File: config.mk
export PLATFORM = sky130hd
export DESIGN_NAME = ras_ckpt
export DESIGN_NICKNAME = d
export VERILOG_FILES = /design/src/rtl/ras_ckpt.sv
export SDC_FILE = /design/constraint.sdc
export NUM_CORES = 1
export LEC_CHECK = 0
export CAP_MARGIN = 20
export CORE_MARGIN = 2
export CORE_UTILIZATION = 55
export CTS_CLUSTER_DIAMETER = 80
export DETAILED_ROUTE_END_ITERATION = 10
export GPL_TIMING_DRIVEN = 0
export MAX_ROUTING_LAYER = met4
export PLACE_DENSITY = 0.76
export SKIP_CTS_REPAIR_TIMING = 1
export SYNTH_ARGS = -nofsm -noshare
export SYNTH_HDL_FRONTEND = slang
export SYNTH_SLANG_ARGS = --single-unit
export TNS_END_PERCENT = 30
File: constraint.sdc
create_clock -name clk -period 4.5 [get_ports clk]
set_input_delay 1.125 -clock clk [delete_from_list [all_inputs] [get_ports clk]]
set_output_delay 1.125 -clock clk [all_outputs]
set_load 0.01 [all_outputs]
File: src/rtl/ras_ckpt.sv
// ras_ckpt -- return address stack with tagged speculation checkpoints.
//
// Purpose:
//   Predicts return targets for the fetch-stage branch predictor from a
//   circular stack that overwrites its oldest entry on overflow. Every
//   predicted branch may take a checkpoint of the stack pointer and entry
//   count. A flush restores the state captured by any outstanding checkpoint
//   and discards that checkpoint and all younger ones.
//
// Configuration macro:
//   RAS_TOS_REPAIR_EN - when defined, each checkpoint also saves the TOS
//                       entry. A valid flush writes it back so that a
//                       wrong-path pop+push cannot leave a corrupted TOS.
//
// Ports:
//   clk        in   clock
//   rst_n      in   asynchronous active-low reset
//   push       in   call: store push_pc
//   push_pc    in   return address to store (low ALIGN_BITS dropped)
//   pop        in   return: remove TOS
//   ckpt_take  in   allocate a checkpoint for a predicted branch
//   ckpt_id    out  id handed to a ckpt_take in this cycle
//   ckpt_full  out  all checkpoint slots occupied
//   resolve    in   oldest checkpoint resolved correctly; release it
//   flush      in   misprediction: restore checkpoint flush_id
//   flush_id   in   checkpoint to restore
//   pc_out     out  predicted return address, zero when the stack is empty
//   count      out  valid entries, 0..SIZE
//   is_empty   out  count == 0
//   is_full    out  count == SIZE
//
// SIZE and CKPT_DEPTH must be powers of two >= 2; ALIGN_BITS must be >= 1.

module ras_ckpt #(
  parameter int PC_BITS    = 32,
  parameter int SIZE       = 16,
  parameter int ALIGN_BITS = 1,
  parameter int CKPT_DEPTH = 4
) (
  input  logic                          clk,
  input  logic                          rst_n,
  input  logic                          push,
  input  logic [PC_BITS-1:0]            push_pc,
  input  logic                          pop,
  input  logic                          ckpt_take,
  output logic [$clog2(CKPT_DEPTH)-1:0] ckpt_id,
  output logic                          ckpt_full,
  input  logic                          resolve,
  input  logic                          flush,
  input  logic [$clog2(CKPT_DEPTH)-1:0] flush_id,
  output logic [PC_BITS-1:0]            pc_out,
  output logic [$clog2(SIZE):0]         count,
  output logic                          is_empty,
  output logic                          is_full
);

  localparam int HW = $clog2(SIZE);
  localparam int CW = HW + 1;
  localparam int IW = $clog2(CKPT_DEPTH);
  localparam int OW = IW + 1;
  localparam int EW = PC_BITS - ALIGN_BITS;

  // Control state
  logic [HW-1:0] head_q, head_d;
  logic [CW-1:0] count_q, count_d;
  logic [IW-1:0] alloc_q, alloc_d;
  logic [IW-1:0] rel_q, rel_d;
  logic [OW-1:0] occ_q, occ_d;

  // Storage (not reset)
  logic [EW-1:0] stk_q        [SIZE];
  logic [HW-1:0] slot_head_q  [CKPT_DEPTH];
  logic [CW-1:0] slot_count_q [CKPT_DEPTH];
`ifdef RAS_TOS_REPAIR_EN
  logic [EW-1:0] slot_tos_q   [CKPT_DEPTH];
`endif

  logic [HW-1:0] tos_idx;
  logic [IW-1:0] flush_dist;
  logic          flush_ok;
  logic          take_ok;
  logic          rel_ok;
  logic          wr_en;
  logic [HW-1:0] wr_idx;
  logic [EW-1:0] wr_data;

  // The alignment bits are always zero on output and are never stored.
  logic unused_align;
  assign unused_align = ^push_pc[ALIGN_BITS-1:0];

  assign tos_idx   = head_q - HW'(1);
  assign is_empty  = (count_q == '0);
  assign is_full   = (count_q == CW'(SIZE));
  assign count     = count_q;
  assign ckpt_full = (occ_q == OW'(CKPT_DEPTH));
  assign ckpt_id   = alloc_q;
  assign pc_out    = is_empty ? '0 : (PC_BITS'(stk_q[tos_idx]) << ALIGN_BITS);

  // A checkpoint id is live when its distance from the oldest slot is
  // inside the occupied window of the circular queue.
  assign flush_dist = flush_id - rel_q;
  assign flush_ok   = ({1'b0, flush_dist} < occ_q);

  // Full/empty checks use this cycle's occupancy, so a take on a full
  // queue is dropped even when a resolve frees a slot in the same cycle.
  assign take_ok = ckpt_take && !ckpt_full && !flush;
  assign rel_ok  = resolve && (occ_q != '0) && !flush;

  // Stack next state and storage write port
  always_comb begin
    head_d  = head_q;
    count_d = count_q;
    wr_en   = 1'b0;
    wr_idx  = head_q;
    wr_data = push_pc[PC_BITS-1:ALIGN_BITS];
    if (flush) begin
      if (flush_ok) begin
        head_d  = slot_head_q[flush_id];
        count_d = slot_count_q[flush_id];
`ifdef RAS_TOS_REPAIR_EN
        if (slot_count_q[flush_id] != '0) begin
          wr_en   = 1'b1;
          wr_idx  = slot_head_q[flush_id] - HW'(1);
          wr_data = slot_tos_q[flush_id];
        end
`endif
      end
    end else if (push && pop && !is_empty) begin
      // Return followed by call: replace TOS in place.
      wr_en  = 1'b1;
      wr_idx = tos_idx;
    end else if (push) begin
      // On overflow the write lands on the oldest entry; count saturates.
      wr_en  = 1'b1;
      head_d = head_q + HW'(1);
      if (!is_full) begin
        count_d = count_q + CW'(1);
      end
    end else if (pop && !is_empty) begin
      head_d  = head_q - HW'(1);
      count_d = count_q - CW'(1);
    end
  end

  // Checkpoint queue next state
  always_comb begin
    alloc_d = alloc_q;
    rel_d   = rel_q;
    occ_d   = occ_q;
    if (flush) begin
      if (flush_ok) begin
        // Keep only checkpoints older than the restored one.
        alloc_d = flush_id;
        occ_d   = OW'(flush_dist);
      end else begin
        alloc_d = rel_q;
        occ_d   = '0;
      end
    end else begin
      alloc_d = alloc_q + IW'(take_ok);
      rel_d   = rel_q + IW'(rel_ok);
      occ_d   = occ_q + OW'(take_ok) - OW'(rel_ok);
    end
  end

  always_ff @(posedge clk or negedge rst_n) begin
    if (!rst_n) begin
      head_q  <= '0;
      count_q <= '0;
      alloc_q <= '0;
      rel_q   <= '0;
      occ_q   <= '0;
    end else begin
      head_q  <= head_d;
      count_q <= count_d;
      alloc_q <= alloc_d;
      rel_q   <= rel_d;
      occ_q   <= occ_d;
    end
  end

  // Checkpoints capture the pre-update stack state of the take cycle.
  always_ff @(posedge clk) begin
    if (wr_en) begin
      stk_q[wr_idx] <= wr_data;
    end
    if (take_ok) begin
      slot_head_q[alloc_q]  <= head_q;
      slot_count_q[alloc_q] <= count_q;
`ifdef RAS_TOS_REPAIR_EN
      slot_tos_q[alloc_q]   <= stk_q[tos_idx];
`endif
    end
  end

endmodule

==> flow_summary.ini <==
[synth]
postSynth.asyncResetShare = 0.0292
synth_edf_count = 532
syn_inst = 1012
synth_cell_types = 59
ys.flop_type = sky130_fd_sc_hd__edfxtp_1
synth-seq-area-share = 0.754
synth-seq-cells = 548
synth_warnings = 0
postSynthAreaPerCell_um2 = 21.4
post_synth_instance_area_mm2 = 0.0217
synth_nets = 1064

[setup_path]
r2r_setup_slack_ns = 0.87
end_kind = output pin
crit_path_max_fanout = 10
reg2reg_depth = 11
critPathKind = flop to output pin
timing.critical_path.required_ns = 3.38
crit_path_end = pc_out[30]
cp-startpoint = head_q[0]
r2r_start = head_q[0]
crit-reg2reg-capture = stk_q[9][4]
startpoint_type = flop
timing.critical_path.arrival_ns = 3.53

[pwr]
peakVddDrop_mv = 0.420
total_switching_power_mw = 6.15
power_report.internal_total_mw = 12.0
power.density_mw_per_mm2 = 706
totalPowerFinal_mw = 18.1
leakage_nw = 8.61
power.switching_fraction = 0.339
power_frac_seq = 0.346
power.clock.fraction = 0.231
share_comb_of_total_power = 0.422

[timing]
fmax_mhz = 215
final-hold-violation-count = 0
tns_ns = -0.153
worst_slew_pin_slew_ns = 0.985
maxSlewHeadroom = 0.324
final-max-slew-violation-count = 0
period_share = 1.03
finalWorstPathRequiredPeriod_ns = 4.65
clock-skew-final_ns = 0.0180
setup_viol_count_final = 1
grt_setup_unrepaired = yes
fin_worst_hold_slack_ns = 0.528
finalWorstSetupSlack_ns = -0.153

[floorplan]
chipHeight_um = 203
chipWidth_um = 203
floorplan.io_pins = 83
core-area_mm2 = 0.0388
dieArea_mm2 = 0.0411
row_count = 72
initial_utilization = 0.559

[detailed_routing]
vias = 11207
antenna_violating_nets_left = 0
route.detailed.vias_per_inst = 6.47
dr_drc_count = 0
wl_per_cell_um = 29.0
detailedRoute.firstIterationViolations = 1323
drtPass1Iterations = 6
route.final.wire_length_um = 50200

[min_path]
min-delay-start = rel_q[0]
min-delay-path-class = flop to flop
hold_depth = 1

[global_routing]
first_global_vias = 11324
global_route_overflow = 0
grt_first_pass_wirelength_um = 73800
antenna_violations_before_repair = 2
groute.usage.overall = 0.257
largest_net_degree_at_the_start_of_global_routing = 25

[status]
violations = setup timing
status = finished, violations left

[clock_network]
clk_latency_ns = 0.61
path_clk_slew_ns = 0.06
cts_made_buffers = 53
clock_sink_count = 548
cts_tree = done
clock_tree.root_cell = sky130_fd_sc_hd__clkbuf_16
clockBufferDepth = 3
cts_max_level = 2

[layout]
multi_input_gate_area_in_the_final_layout_mm2 = 0.00528
drive_gt1_frac = 0.265
sequential_cell_area_mm2 = 0.0164
fill_cells = 2392
layout_area_overhead_pct = 18.3
final_nets = 1220
postLayoutCoreUtil = 0.661
final_cell_count_no_fill = 1731
postLayoutCellArea_mm2 = 0.0257

[flow_run]
drv_cap = 0

[placement]
detailed_place.area_mm2 = 0.0237
buffer_ports.inserted = 78
place_worst_setup_slack_ns = -1.25
final_hpwl_from_detailed_placement_um = 29900
numPlacedInstances = 1627
finalWeightedCongestion = 0.836
-- power by group through the flow --
stage	sequential (mW)	combinational, mW	clock [mW]
global placement	6.38	6.93	0
detailed placement	6.38	7.24	0
floorplan	6.33	4.36	0
finish	6.28	7.66	4.20
global route	6.32	8.05	4.45
CTS	6.28	7.33	4.24
-- cells in the mapped netlist, drive strengths merged (4+ instances only) --
library cell / n / area (um2)
o22ai: 31 / 194
inv: 13 / 48.8
nor3: 7 / 40.0
clkbuf: 31 / 116
a21oi: 17 / 85.1
xnor2: 7 / 61.3
dfrtp: 16 / 400
mux4: 133 / 3000
mux2i: 69 / 691
o21ai: 6 / 30.0
buf: 27 / 133
mux2: 6 / 67.6
nand2: 16 / 60.1
ha: 9 / 113
nand3: 4 / 20.0
nor2: 24 / 90.1
edfxtp: 532 / 16000
xor2: 6 / 52.6
nand2b: 4 / 25.0
-- layer usage --
layer  up-vias  GRT usage  part of all wire
met5         -          -                 0
met4         0     0.0764             0.025
met3       127     0.0425             0.084
met2       628      0.406              0.50
met1      5878      0.350              0.39
li1       4574          -                 -
-- worst max-delay path: stages, from the launching register on --
cell                              delay [ns]
sky130_fd_sc_hd__dfrtp_2                0.44
sky130_fd_sc_hd__buf_8                  0.17
sky130_fd_sc_hd__buf_12                 0.16
sky130_fd_sc_hd__buf_6                  0.15
sky130_fd_sc_hd__inv_1                  0.17
sky130_fd_sc_hd__ha_4                   0.23
sky130_fd_sc_hd__xor2_4                 0.18
sky130_fd_sc_hd__buf_12                 0.16
sky130_fd_sc_hd__clkbuf_4               0.30
sky130_fd_sc_hd__mux2i_1                0.14
sky130_fd_sc_hd__o22ai_2                0.22
sky130_fd_sc_hd__clkdlybuf4s50_1        0.58
-- cell type report --
cell class,instances,area share
Sequential cell,548,0.638
Multi-Input combinational cell,393,0.206
Clock buffer,64,0.0541
Timing Repair Buffer,102,0.0495
Tap cell,518,0.0252
Buffer,57,0.0163
Clock inverter,34,0.00940
Inverter,13,0.00190
Antenna cell,2,0.000195
-- sequential cells by signal, summed over array words and instances (netlist names) --
name / count
occ_q: 3
stk_q: 496
rel_q: 2
head_q: 4
ckpt_id: 2
slot_head_q: 16
count: 5
slot_count_q: 20
-- cell usage in the layout, fill, tap and decap left out, types with 9 or more instances in the layout --
| cell type | synthesis | final |
|---|---|---|
| sky130_fd_sc_hd__a21oi_1 | 17 | 9 |
| sky130_fd_sc_hd__mux2i_1 | 69 | 61 |
| sky130_fd_sc_hd__o22ai_1 | 31 | 28 |
| sky130_fd_sc_hd__nand2_1 | 16 | 16 |
| sky130_fd_sc_hd__clkbuf_1 | 31 | 25 |
| sky130_fd_sc_hd__edfxtp_1 | 532 | 532 |
| sky130_fd_sc_hd__nor2_1 | 24 | 16 |
| sky130_fd_sc_hd__dlymetal6s2s_1 | 0 | 27 |
| sky130_fd_sc_hd__clkbuf_16 | 0 | 54 |
| sky130_fd_sc_hd__clkinv_2 | 0 | 16 |
| sky130_fd_sc_hd__clkinv_1 | 0 | 11 |
| sky130_fd_sc_hd__clkdlybuf4s50_1 | 0 | 48 |
| sky130_fd_sc_hd__dfrtp_1 | 16 | 15 |
| sky130_fd_sc_hd__buf_12 | 0 | 11 |
| sky130_fd_sc_hd__buf_2 | 22 | 15 |
| sky130_fd_sc_hd__mux4_2 | 133 | 133 |
| sky130_fd_sc_hd__inv_1 | 13 | 13 |
| sky130_fd_sc_hd__buf_6 | 0 | 11 |
-- worst min-delay path by stage --
| stage | endpoint | slack, ns |
|---|---|---|
| 2_1_floorplan | slot_head_q[0][2] | 0.47 |
| 3_3_place_gp | rel_q[0] | 0.51 |
| 3_5_place_dp | rel_q[0] | 0.51 |
| 4_1_cts | rel_q[0] | 0.53 |
| 5_1_grt | rel_q[0] | 0.56 |
| 6_report | rel_q[0] | 0.53 |
-- logic make-up after synthesis --
| group | count (synthesis) | share of synthesized area |
|---|---|---|
| flip-flops | 548 | 0.754 |
| AND/OR/NAND/NOR | 71 | 0.0169 |
| AO/OA/AOI/OAI | 89 | 0.0295 |
| buffers and inverters | 71 | 0.0137 |
| other | 1 | 0.000173 |
| adder cells (fa/ha/maj) | 11 | 0.00703 |
| multiplexers | 208 | 0.173 |
| XOR/XNOR | 13 | 0.00525 |
No activity file was read; power rests on OpenSTA's default activity.
